File: config.mk
export PLATFORM = sky130hd
export DESIGN_NAME = piezo_tone_scheduler_flat
export DESIGN_NICKNAME = d
export VERILOG_FILES = /design/src/rtl/piezo_tone_scheduler_pkg.sv /design/src/rtl/piezo_tone_scheduler_if.sv /design/src/rtl/piezo_tone_scheduler_tone_gen.sv /design/src/rtl/piezo_tone_scheduler.sv /design/src/flat_wrapper.sv
export SDC_FILE = /design/constraint.sdc
export NUM_CORES = 1
export LEC_CHECK = 0
export CORE_MARGIN = 5
export CORE_UTILIZATION = 25
export CTS_CLUSTER_DIAMETER = 50
export DETAILED_ROUTE_END_ITERATION = 8
export GPL_TIMING_DRIVEN = 1
export PLACE_DENSITY = 0.36
export SETUP_SLACK_MARGIN = 0.2
export SLEW_MARGIN = 25
export SYNTH_ARGS = -nofsm -noshare
export SYNTH_HDL_FRONTEND = slang
export SYNTH_SLANG_ARGS = --single-unit
File: constraint.sdc
create_clock -name clk -period 10.9 [get_ports clk]
set_input_delay 2.18 -clock clk [delete_from_list [all_inputs] [get_ports clk]]
set_output_delay 2.18 -clock clk [all_outputs]
set_load 0.05 [all_outputs]
File: src/rtl/piezo_tone_scheduler_pkg.sv
// Shared types for the piezo tone scheduler: FSM states, note codes,
// the 1 MHz half-period table and the per-source melody ROM.
package piezo_tone_scheduler_pkg;

    localparam int SRC_W = 2;   // width of a source index
    localparam int HP_W  = 11;  // width of a half-period count

    typedef enum logic [1:0] {
        ST_IDLE,
        ST_PLAY,
        ST_GAP,
        ST_DONE
    } state_t;

    typedef enum logic [3:0] {
        NOTE_REST = 4'd0,
        NOTE_C4   = 4'd1,
        NOTE_D4   = 4'd2,
        NOTE_E4   = 4'd3,
        NOTE_F4   = 4'd4,
        NOTE_G4   = 4'd5,
        NOTE_A4   = 4'd6,
        NOTE_B4   = 4'd7,
        NOTE_C5   = 4'd8
    } note_t;

    typedef struct packed {
        note_t      code;
        logic [1:0] dur;   // duration in units; 0 terminates the melody
    } mel_entry_t;

    // Half period in clk cycles at 1 MHz; a rest returns 0 (no toggling).
    function automatic logic [HP_W-1:0] note_half_period(input note_t code);
        logic [HP_W-1:0] hp;
        case (code)
            NOTE_C4: hp = 11'd1911;
            NOTE_D4: hp = 11'd1703;
            NOTE_E4: hp = 11'd1517;
            NOTE_F4: hp = 11'd1432;
            NOTE_G4: hp = 11'd1276;
            NOTE_A4: hp = 11'd1136;
            NOTE_B4: hp = 11'd1012;
            NOTE_C5: hp = 11'd956;
            default: hp = 11'd0;
        endcase
        return hp;
    endfunction

    // Melody ROM: up to four notes per source.
    function automatic mel_entry_t melody(input logic [SRC_W-1:0] src, input logic [1:0] idx);
        mel_entry_t e;
        case ({src, idx})
            4'b00_00: e = '{code: NOTE_C5,   dur: 2'd1};
            4'b01_00: e = '{code: NOTE_E4,   dur: 2'd1};
            4'b01_01: e = '{code: NOTE_G4,   dur: 2'd1};
            4'b10_00: e = '{code: NOTE_C4,   dur: 2'd1};
            4'b10_01: e = '{code: NOTE_E4,   dur: 2'd1};
            4'b10_10: e = '{code: NOTE_G4,   dur: 2'd1};
            4'b10_11: e = '{code: NOTE_C5,   dur: 2'd2};
            4'b11_00: e = '{code: NOTE_B4,   dur: 2'd1};
            4'b11_01: e = '{code: NOTE_REST, dur: 2'd1};
            4'b11_10: e = '{code: NOTE_B4,   dur: 2'd1};
            4'b11_11: e = '{code: NOTE_REST, dur: 2'd1};
            default:  e = '{code: NOTE_REST, dur: 2'd0};
        endcase
        return e;
    endfunction

endpackage

File: src/rtl/piezo_tone_scheduler_if.sv
// Request/status bundle between the sound sources and the tone scheduler.
interface piezo_tone_scheduler_if
    import piezo_tone_scheduler_pkg::*;
#(
    parameter int N_REQ = 4
);
    logic [N_REQ-1:0] req;
    logic             mute;
    logic             piezo;
    logic             busy;
    logic [SRC_W-1:0] active_src;
    logic             done;

    modport master (
        output req, mute,
        input  piezo, busy, active_src, done
    );

    modport slave (
        input  req, mute,
        output piezo, busy, active_src, done
    );
endinterface

File: src/rtl/piezo_tone_scheduler_tone_gen.sv
// Reloadable square-wave generator: latches a half period on load, starts
// low and toggles every half_period cycles while run is high.
module tone_gen
    import piezo_tone_scheduler_pkg::*;
(
    input  logic            clk,
    input  logic            rst,
    input  logic            load,
    input  logic [HP_W-1:0] half_period,
    input  logic            run,
    output logic            wave
);
    logic [HP_W-1:0] hp_q, hp_d;
    logic [HP_W-1:0] cnt_q, cnt_d;
    logic            wave_q, wave_d;

    // Reload on note start, count down while running, park low otherwise.
    always_comb begin
        hp_d   = hp_q;
        cnt_d  = cnt_q;
        wave_d = wave_q;
        if (load) begin
            hp_d   = half_period;
            cnt_d  = half_period - HP_W'(1);
            wave_d = 1'b0;
        end else if (run && hp_q != '0) begin
            if (cnt_q == '0) begin
                cnt_d  = hp_q - HP_W'(1);
                wave_d = ~wave_q;
            end else begin
                cnt_d = cnt_q - HP_W'(1);
            end
        end else begin
            wave_d = 1'b0;
        end
    end

    // Counter and wave state.
    always_ff @(posedge clk) begin
        if (rst) begin
            hp_q   <= '0;
            cnt_q  <= '0;
            wave_q <= 1'b0;
        end else begin
            hp_q   <= hp_d;
            cnt_q  <= cnt_d;
            wave_q <= wave_d;
        end
    end

    assign wave = wave_q;
endmodule

File: src/rtl/piezo_tone_scheduler.sv
// Piezo tone scheduler: latches one-shot sound requests, grants by fixed
// priority (highest index wins) and plays the granted source's melody.
module piezo_tone_scheduler
    import piezo_tone_scheduler_pkg::*;
#(
    parameter int N_REQ    = 4,
    parameter int UNIT_CYC = 100000,
    parameter int GAP_CYC  = 5000
)(
    input logic                   clk,
    input logic                   rst,
    piezo_tone_scheduler_if.slave bus
);
    localparam int               CNT_W    = $clog2(UNIT_CYC * 3);
    localparam logic [SRC_W-1:0] TOP_SRC  = SRC_W'(N_REQ - 1);
    localparam logic [CNT_W-1:0] GAP_LOAD = CNT_W'(GAP_CYC - 1);

    state_t           state_q, state_d;
    logic [N_REQ-1:0] pending_q, pending_d;
    logic [SRC_W-1:0] src_q, src_d;
    logic [1:0]       idx_q, idx_d;
    logic [CNT_W-1:0] cnt_q, cnt_d;

    logic [N_REQ-1:0] eff;
    logic             grant_vld;
    logic [SRC_W-1:0] grant_src;
    logic             preempt;
    logic             take;
    logic [SRC_W-1:0] start_src;
    mel_entry_t       start_ent;
    mel_entry_t       next_ent;
    logic             tone_load;
    logic [HP_W-1:0]  tone_hp;
    logic             wave;

    function automatic logic [CNT_W-1:0] dur_cycles(input logic [1:0] dur);
        return CNT_W'(dur) * CNT_W'(UNIT_CYC) - CNT_W'(1);
    endfunction

    // Fixed-priority arbitration over latched plus same-cycle requests.
    always_comb begin
        eff       = pending_q | bus.req;
        grant_vld = 1'b0;
        grant_src = '0;
        for (int i = 0; i < N_REQ; i++) begin
            if (eff[i]) begin
                grant_vld = 1'b1;
                grant_src = SRC_W'(i);
            end
        end
        preempt   = (state_q == ST_PLAY || state_q == ST_GAP) &&
                    bus.req[N_REQ-1] && (src_q < TOP_SRC);
        take      = (state_q == ST_IDLE && grant_vld) || preempt;
        start_src = preempt ? TOP_SRC : grant_src;
        start_ent = melody(start_src, 2'd0);
        next_ent  = melody(src_q, idx_q + 2'd1);
    end

    // Pending bits: a grant consumes the bit unless it was already latched
    // and a fresh request for the same source lands in the grant cycle.
    always_comb begin
        pending_d = pending_q | bus.req;
        if (take) begin
            pending_d[start_src] = pending_q[start_src] & bus.req[start_src];
        end
    end

    // Next-state logic, note sequencing and tone reload.
    always_comb begin
        state_d   = state_q;
        src_d     = src_q;
        idx_d     = idx_q;
        cnt_d     = cnt_q;
        tone_load = 1'b0;
        tone_hp   = '0;
        case (state_q)
            ST_IDLE: begin
                if (grant_vld) begin
                    state_d   = ST_PLAY;
                    src_d     = start_src;
                    idx_d     = 2'd0;
                    cnt_d     = dur_cycles(start_ent.dur);
                    tone_load = 1'b1;
                    tone_hp   = note_half_period(start_ent.code);
                end
            end
            ST_PLAY: begin
                if (cnt_q == '0) begin
                    state_d = ST_GAP;
                    cnt_d   = GAP_LOAD;
                end else begin
                    cnt_d = cnt_q - CNT_W'(1);
                end
            end
            ST_GAP: begin
                if (cnt_q == '0) begin
                    if (idx_q == 2'd3 || next_ent.dur == 2'd0) begin
                        state_d = ST_DONE;
                    end else begin
                        state_d   = ST_PLAY;
                        idx_d     = idx_q + 2'd1;
                        cnt_d     = dur_cycles(next_ent.dur);
                        tone_load = 1'b1;
                        tone_hp   = note_half_period(next_ent.code);
                    end
                end else begin
                    cnt_d = cnt_q - CNT_W'(1);
                end
            end
            ST_DONE: begin
                state_d = ST_IDLE;
                src_d   = '0;
            end
            default: state_d = ST_IDLE;
        endcase
        // The top-priority source abandons a lower melody and restarts at note 0.
        if (preempt) begin
            state_d   = ST_PLAY;
            src_d     = TOP_SRC;
            idx_d     = 2'd0;
            cnt_d     = dur_cycles(start_ent.dur);
            tone_load = 1'b1;
            tone_hp   = note_half_period(start_ent.code);
        end
    end

    // State register; reset returns everything to idle and drops pending requests.
    always_ff @(posedge clk) begin
        if (rst) begin
            state_q   <= ST_IDLE;
            pending_q <= '0;
            src_q     <= '0;
            idx_q     <= '0;
            cnt_q     <= '0;
        end else begin
            state_q   <= state_d;
            pending_q <= pending_d;
            src_q     <= src_d;
            idx_q     <= idx_d;
            cnt_q     <= cnt_d;
        end
    end

    tone_gen u_tone_gen (
        .clk         (clk),
        .rst         (rst),
        .load        (tone_load),
        .half_period (tone_hp),
        .run         (state_q == ST_PLAY),
        .wave        (wave)
    );

    // Outputs decoded from state; mute gates only the pin, never the sequencing.
    always_comb begin
        bus.busy       = (state_q == ST_PLAY) || (state_q == ST_GAP);
        bus.done       = (state_q == ST_DONE) || preempt;
        bus.active_src = bus.busy ? src_q : '0;
        bus.piezo      = (state_q == ST_PLAY) && wave && !bus.mute;
    end
endmodule
File: src/flat_wrapper.sv
// flat-port wrapper written by rule: the top's interface ports become plain ports
module piezo_tone_scheduler_flat import piezo_tone_scheduler_pkg::*;
#(
    parameter int N_REQ    = 4,
    parameter int UNIT_CYC = 100000,
    parameter int GAP_CYC  = 5000
)
  (clk, rst, bus_req, bus_mute, bus_piezo, bus_busy, bus_active_src, bus_done);
  piezo_tone_scheduler_if #(.N_REQ(N_REQ)) bus_i ();
  input logic clk;
  input logic rst;
  input wire logic [$bits(bus_i.req)-1:0] bus_req;
  input wire logic [$bits(bus_i.mute)-1:0] bus_mute;
  output wire logic [$bits(bus_i.piezo)-1:0] bus_piezo;
  output wire logic [$bits(bus_i.busy)-1:0] bus_busy;
  output wire logic [$bits(bus_i.active_src)-1:0] bus_active_src;
  output wire logic [$bits(bus_i.done)-1:0] bus_done;
  assign bus_i.req = bus_req;
  assign bus_i.mute = bus_mute;
  assign bus_piezo = bus_i.piezo;
  assign bus_busy = bus_i.busy;
  assign bus_active_src = bus_i.active_src;
  assign bus_done = bus_i.done;
  piezo_tone_scheduler #(.N_REQ(N_REQ), .UNIT_CYC(UNIT_CYC), .GAP_CYC(GAP_CYC)) u_core (.clk(clk), .rst(rst), .bus(bus_i));
endmodule
; ---- After elaboration in Yosys (flattened, before gate mapping)
; Memory sizes are Yosys's and may differ from the RTL's.
; Index checks and enable logic that the tools add are counted.
[classes]
add_sub_neg = 7
n_mul = 2
magnitude_cmp = 3
eq_ne = 15
mux = 50
n_bitwise = 4
n_reduce_logical = 29
[ops]
columns = op, n
row1 = 2-to-1 mux 19 bit, 5
row2 = 2-to-1 mux 11 bit, 7
row3 = case mux 19 bit (3 select lines), 1
row4 = subtractor 19 x 1 -> 19 bit (second input constant), 3
row5 = subtractor 11 x 1 -> 11 bit (second input constant), 3
row6 = multiplier 2 x 12 -> 14 bit (second input constant), 2
row7 = 2-to-1 mux 2 bit, 13
row8 = case mux 6 bit (4 select lines), 1
row9 = case mux 11 bit (2 select lines), 1
row10 = logical NOT 19 bit, 1
row11 = 2-to-1 mux 1 bit, 13
row12 = logical NOT 11 bit, 1
row13 = nonzero test 11 bit, 1
row14 = == test 2 bit (second input constant), 5
row15 = AND reduction 3 bit, 3
row16 = case mux 2 bit (2 select lines), 2
row17 = case mux 2 bit (4 select lines), 1
row18 = logical AND 1 bit, 7
row19 = logical NOT 2 bit, 3
row20 = inequality test 3 x 1 -> 1 bit (second input constant), 2
row21 = binary-select mux 1 bit (select 2 bit), 2
row22 = bitwise mux 4 bit, 1
row23 = == test 2 x 1 -> 1 bit (second input constant), 2
row24 = logical OR 1 bit, 4
row25 = 22 further kinds, 26
[totals]
register_bits = 52
mem_bits_ro = 624
inputBits = 7
out_inout_bits = 5
elab_cells = 123
mem_count = 4
[mem_list]
columns = memory, depth, word_bits, read_ports, rd_ports_with_merged_regs, write_ports, line_no
row1 = (name not given), 16, 11, 1, 0, 0, piezo_tone_scheduler_pkg.sv:35  ; case (code)
row2 = (name not given), 16, 11, 1, 0, 0, piezo_tone_scheduler_pkg.sv:35
row3 = (name not given), 16, 11, 1, 0, 0, piezo_tone_scheduler_pkg.sv:35
row4 = (name not given), 16, 6, 1, 0, 0, piezo_tone_scheduler_pkg.sv:52  ; case ({src, idx})

; ---- Longest topological paths before layout
; An unclocked memory read counts as a cell.
[depth]
word_depth = 13
ltp_mapped = 18

; ---- Hierarchy
; A second synthesis with hierarchy kept.
[hier_totals]
hier_cells = 518
area_unflattened_um2 = 4121.5
[by_module_without_submodules]
columns = module, n_inst, cells_each, area_each_um2, seq_area_each_um2
row1 = piezo_tone_scheduler, 1, 352, 2722.6, 580.6
row2 = tone_gen, 1, 166, 1398.8, 460.4

; ---- Worst setup path after synthesis
; OpenSTA, ideal clock, no wires.
[synth_path]
kind = input to output
start = in bus_req[3]
end = out bus_done
arrival_ns = 2.952
required_time_ns = 8.720
path_slack_ns = 5.768
cell_stages = 3
cell_sequence = a21boi_2 > nand2_1 > nand2b_1
[synth_via]
elab_chain_len = 3
[synth_lines]
columns = item, line_no
row1 = "start, declared", flat_wrapper.sv:12  ; input wire logic [$bits(bus_i.req)-1:0] bus_req;
row2 = logical AND 1 bit, piezo_tone_scheduler.sv:51  ; preempt = (state_q == ST_PLAY || state_q == ST_GAP) &&
row3 = logical AND 1 bit, piezo_tone_scheduler.sv:52  ; bus.req[N_REQ-1] && (src_q < TOP_SRC);
row4 = logical OR 1 bit, piezo_tone_scheduler.sv:156  ; bus.done = (state_q == ST_DONE) || preempt;
row5 = "end, declared", flat_wrapper.sv:17  ; output wire logic [$bits(bus_i.done)-1:0] bus_done;
; Every way passes these cells.

; ---- Final worst setup path
; Same ends and word-level chain as after synthesis.

==> flow_summary.json <==
{
  "yosysSeqAreaShare_pct": 25.6,
  "cts_buffers": 5,
  "grt_pass1_wl_um": 20700,
  "power_switching_uw": 625,
  "dr.pass1.iters": 5,
  "post-route-period-util_pct": 59.7,
  "totalPowerFinal_mw": 1.22,
  "worst_ep_arrival_time_ns": 4.32,
  "grt_pass1_vias": 3772,
  "final.setup_skew_ns": 0.0130,
  "vdd_drop_max_uv": 75.7,
  "cpMaxStageDelayCell": "clkdlybuf4s50_1",
  "clk_pin_slew_ns": 0.08,
  "cts_tree": "built",
  "drive_above_1_share_pct": 8.51,
  "avgRoutedWirePerCell_um": 17.0,
  "max_freq_mhz": 154,
  "p_per_area_nw_per_um2": 270,
  "netlist_top_cells_area": "dfxtp_1 26%, ha_1 9.8%, a21oi_1 7.1%, nor2_1 5.1%, nand2_1 4.3%",
  "yosysWarningCount": 0,
  "h-tree-depth": 2,
  "critPathMaxStageDelay_ns": 0.82,
  "required_ns": 8.72,
  "areaGrowthSynthToFinish_pct": 11.0,
  "final_common_cell": "a21oi_1",
  "ant_nets": 0,
  "drc": 0,
  "final_nets": 567,
  "cts_resized": 0,
  "routabilityCongestion": 0.833,
  "hpwl_um": 9270,
  "die_height_um": 138,
  "detail_route.wirelength_um": 12700,
  "track_usage_pct": 14.0,
  "numPortBuffers": 11,
  "row_count": 46,
  "synthesis.instances": 531,
  "drtIter0Drc": 259,
  "synthFlopType": "dfxtp_1",
  "power_frac_seq_pct": 25.7,
  "netlist_area_um2": 4070,
  "num_vias": 3843,
  "crit_fanout": 7,
  "fp.dieW_um": 138,
  "initial_core_util_pct": 25.5,
  "tns_ns": 0,
  "path_cells": "clkdlybuf4s50_1 -> a21boi_2 -> nand2_1 -> nand2b_1 -> clkdlybuf4s50_1",
  "boundaryPins": 12,
  "syn_area_per_cell_um2": 7.66,
  "routed_via_density": 5.16,
  "synth_top_area_share_pct": 25.6,
  "p_clk_share_pct": 14.1,
  "slew-limit-headroom_pct": 35.9,
  "endpoint_kind": "output port",
  "cts.sinks": 52,
  "p_comb_share_pct": 60.2,
  "maxCapViolCount": 0,
  "utilization_pct": 28.3,
  "hold_slack_ns": 0.481,
  "clkLatencyLatePin_ns": 0.31,
  "cts_max_path_buffers": 2,
  "final_cell_mix": "58 x a21oi_1, 55 x nor2_1, 52 x dfxtp_1, 47 x nand2_1, 32 x ha_1",
  "power.internal_uw": 595,
  "r2r_setup_slack_ns": 6.44,
  "ys_ff_latch": 52,
  "path_delay_family": "buffers and inverters",
  "synth.net_count": 570,
  "crit_top_cell": "clkdlybuf4s50_1",
  "cts_hold_buf": 0,
  "crit_buf_inv": 2,
  "grt_max_degree": 55,
  "critical_path_class": "in2out",
  "p_sw_share_pct": 51.2,
  "synth-edff-count": 0,
  "finalMaxSlewViolations": 0,
  "hold_class": "reg2reg",
  "worstMarginPinSlew_ns": 0.960,
  "core_um2": 15900,
  "clockRootBuffer": "clkbuf_16",
  "async_flop_share_pct": 0,
  "rsz0062_at_grt": "no",
  "cp-start-kind": "input pin",
  "cts_setup_buffers": 0,
  "diodes": 0,
  "hold_violations": 0,
  "period_needed_ns": 6.50,
  "finalSetupViolCount": 0,
  "leakage_nw": 1.64,
  "gr-total-overflow": 0,
  "die_area_um2": 18900,
  "synth_top_cell_by_area": "dfxtp_1",
  "status": "finished, final reports clean",
  "antenna_found_initial": 0,
  "ys_types": 79
}
[worst reg2reg max path, cell delays in order, from the launching register on]
cell,delay (ns)
dfxtp_1,0.69
inv_2,0.19
nor3_1,0.63
inv_1,0.19
ha_1,0.30
nor4b_2,0.33
and4_1,0.29
a211o_2,0.31
o221ai_1,0.21
inv_1,0.10
ha_1,0.20
nor3b_2,0.27
nand4_4,0.16
or4_1,0.43
nand3_1,0.09
[synth_stat cells, types with 7 or more instances]
| cell type | n |
|---|---|
| a21oi_1 | 58 |
| nand3_1 | 12 |
| and2_1 | 9 |
| nor2_1 | 55 |
| o21a_1 | 10 |
| xnor2_1 | 7 |
| ha_1 | 32 |
| inv_1 | 23 |
| nor4_1 | 9 |
| clkbuf_1 | 17 |
| dfxtp_1 | 52 |
| nand2_1 | 47 |
| a311oi_1 | 9 |
| o21ai_0 | 31 |
| a211oi_1 | 8 |
| nor3_1 | 24 |
[through the flow]
step / setup slack [ns] / instances / instance area (um^2)
after floorplan: 5.77 / 531 / 4070
after global placement: 4.41 / 737 / 4370
after detailed placement: 4.39 / 737 / 4370
after CTS: 4.37 / 745 / 4520
after global routing: 4.26 / 745 / 4520
final: 4.40 / 745 / 4520
[sequential cells by signal (all words and copies together), names as in the netlist]
name / count
u_core.cnt_q: 19
u_core.idx_q: 2
u_core.pending_q: 4
u_core.src_q: 2
u_core.state_q: 2
u_core.u_tone_gen.cnt_q: 11
u_core.u_tone_gen.hp_q: 11
u_core.u_tone_gen.wave: 1
[power groups by stage]
stage               Combinational (mW)  Sequential, mW  Clock [mW]
CTS                              0.744           0.313       0.180
detailed placement               0.738           0.317           0
finish                           0.734           0.313       0.172
global placement                 0.745           0.316           0
global route                     0.827           0.322       0.185
floorplan                        0.570           0.288           0
[kinds of logic after synthesis]
family / after synthesis / synth area share (%)
compound gates: 178 / 29.1
xor+xnor: 11 / 2.37
fa+ha+maj: 32 / 9.84
buf+inv: 50 / 5.13
flops: 52 / 25.6
mux: 3 / 0.861
simple gates: 205 / 27.2
[final timing paths]
| path | start | endpoint | depth (start not counted) |
|---|---|---|---|
| max | bus_req[3] | bus_done | 5 |
| min | u_core.u_tone_gen.cnt_q[3]$_SDFFE_PP0P_ | u_core.u_tone_gen.cnt_q[3]$_SDFFE_PP0P_ | 2 |
| max reg2reg | u_core.src_q[1]$_SDFFE_PP0P_ | u_core.u_tone_gen.cnt_q[8]$_SDFFE_PP0P_ | 14 |
| min reg2reg | u_core.u_tone_gen.cnt_q[3]$_SDFFE_PP0P_ | u_core.u_tone_gen.cnt_q[3]$_SDFFE_PP0P_ | 2 |
[final cells by class]
class,count,area (um^2)
fill,1741,11400
multi-input combinational,429,2830
sequential,52,1040
tap,216,270
timing repair buffer,16,143
clock buffer,5,125
inverter,24,90.1
clock inverter,3,22.5
[metal layers]
layer	global-route usage, %	vias to the layer above	routed length (um)
li1	-	1950	-
met1	19.1	1826	6200
met2	23.1	55	5990
met3	2.15	12	290
met4	3.44	0	181
met5	0	-	0
(Power assumes the default switching activity.)
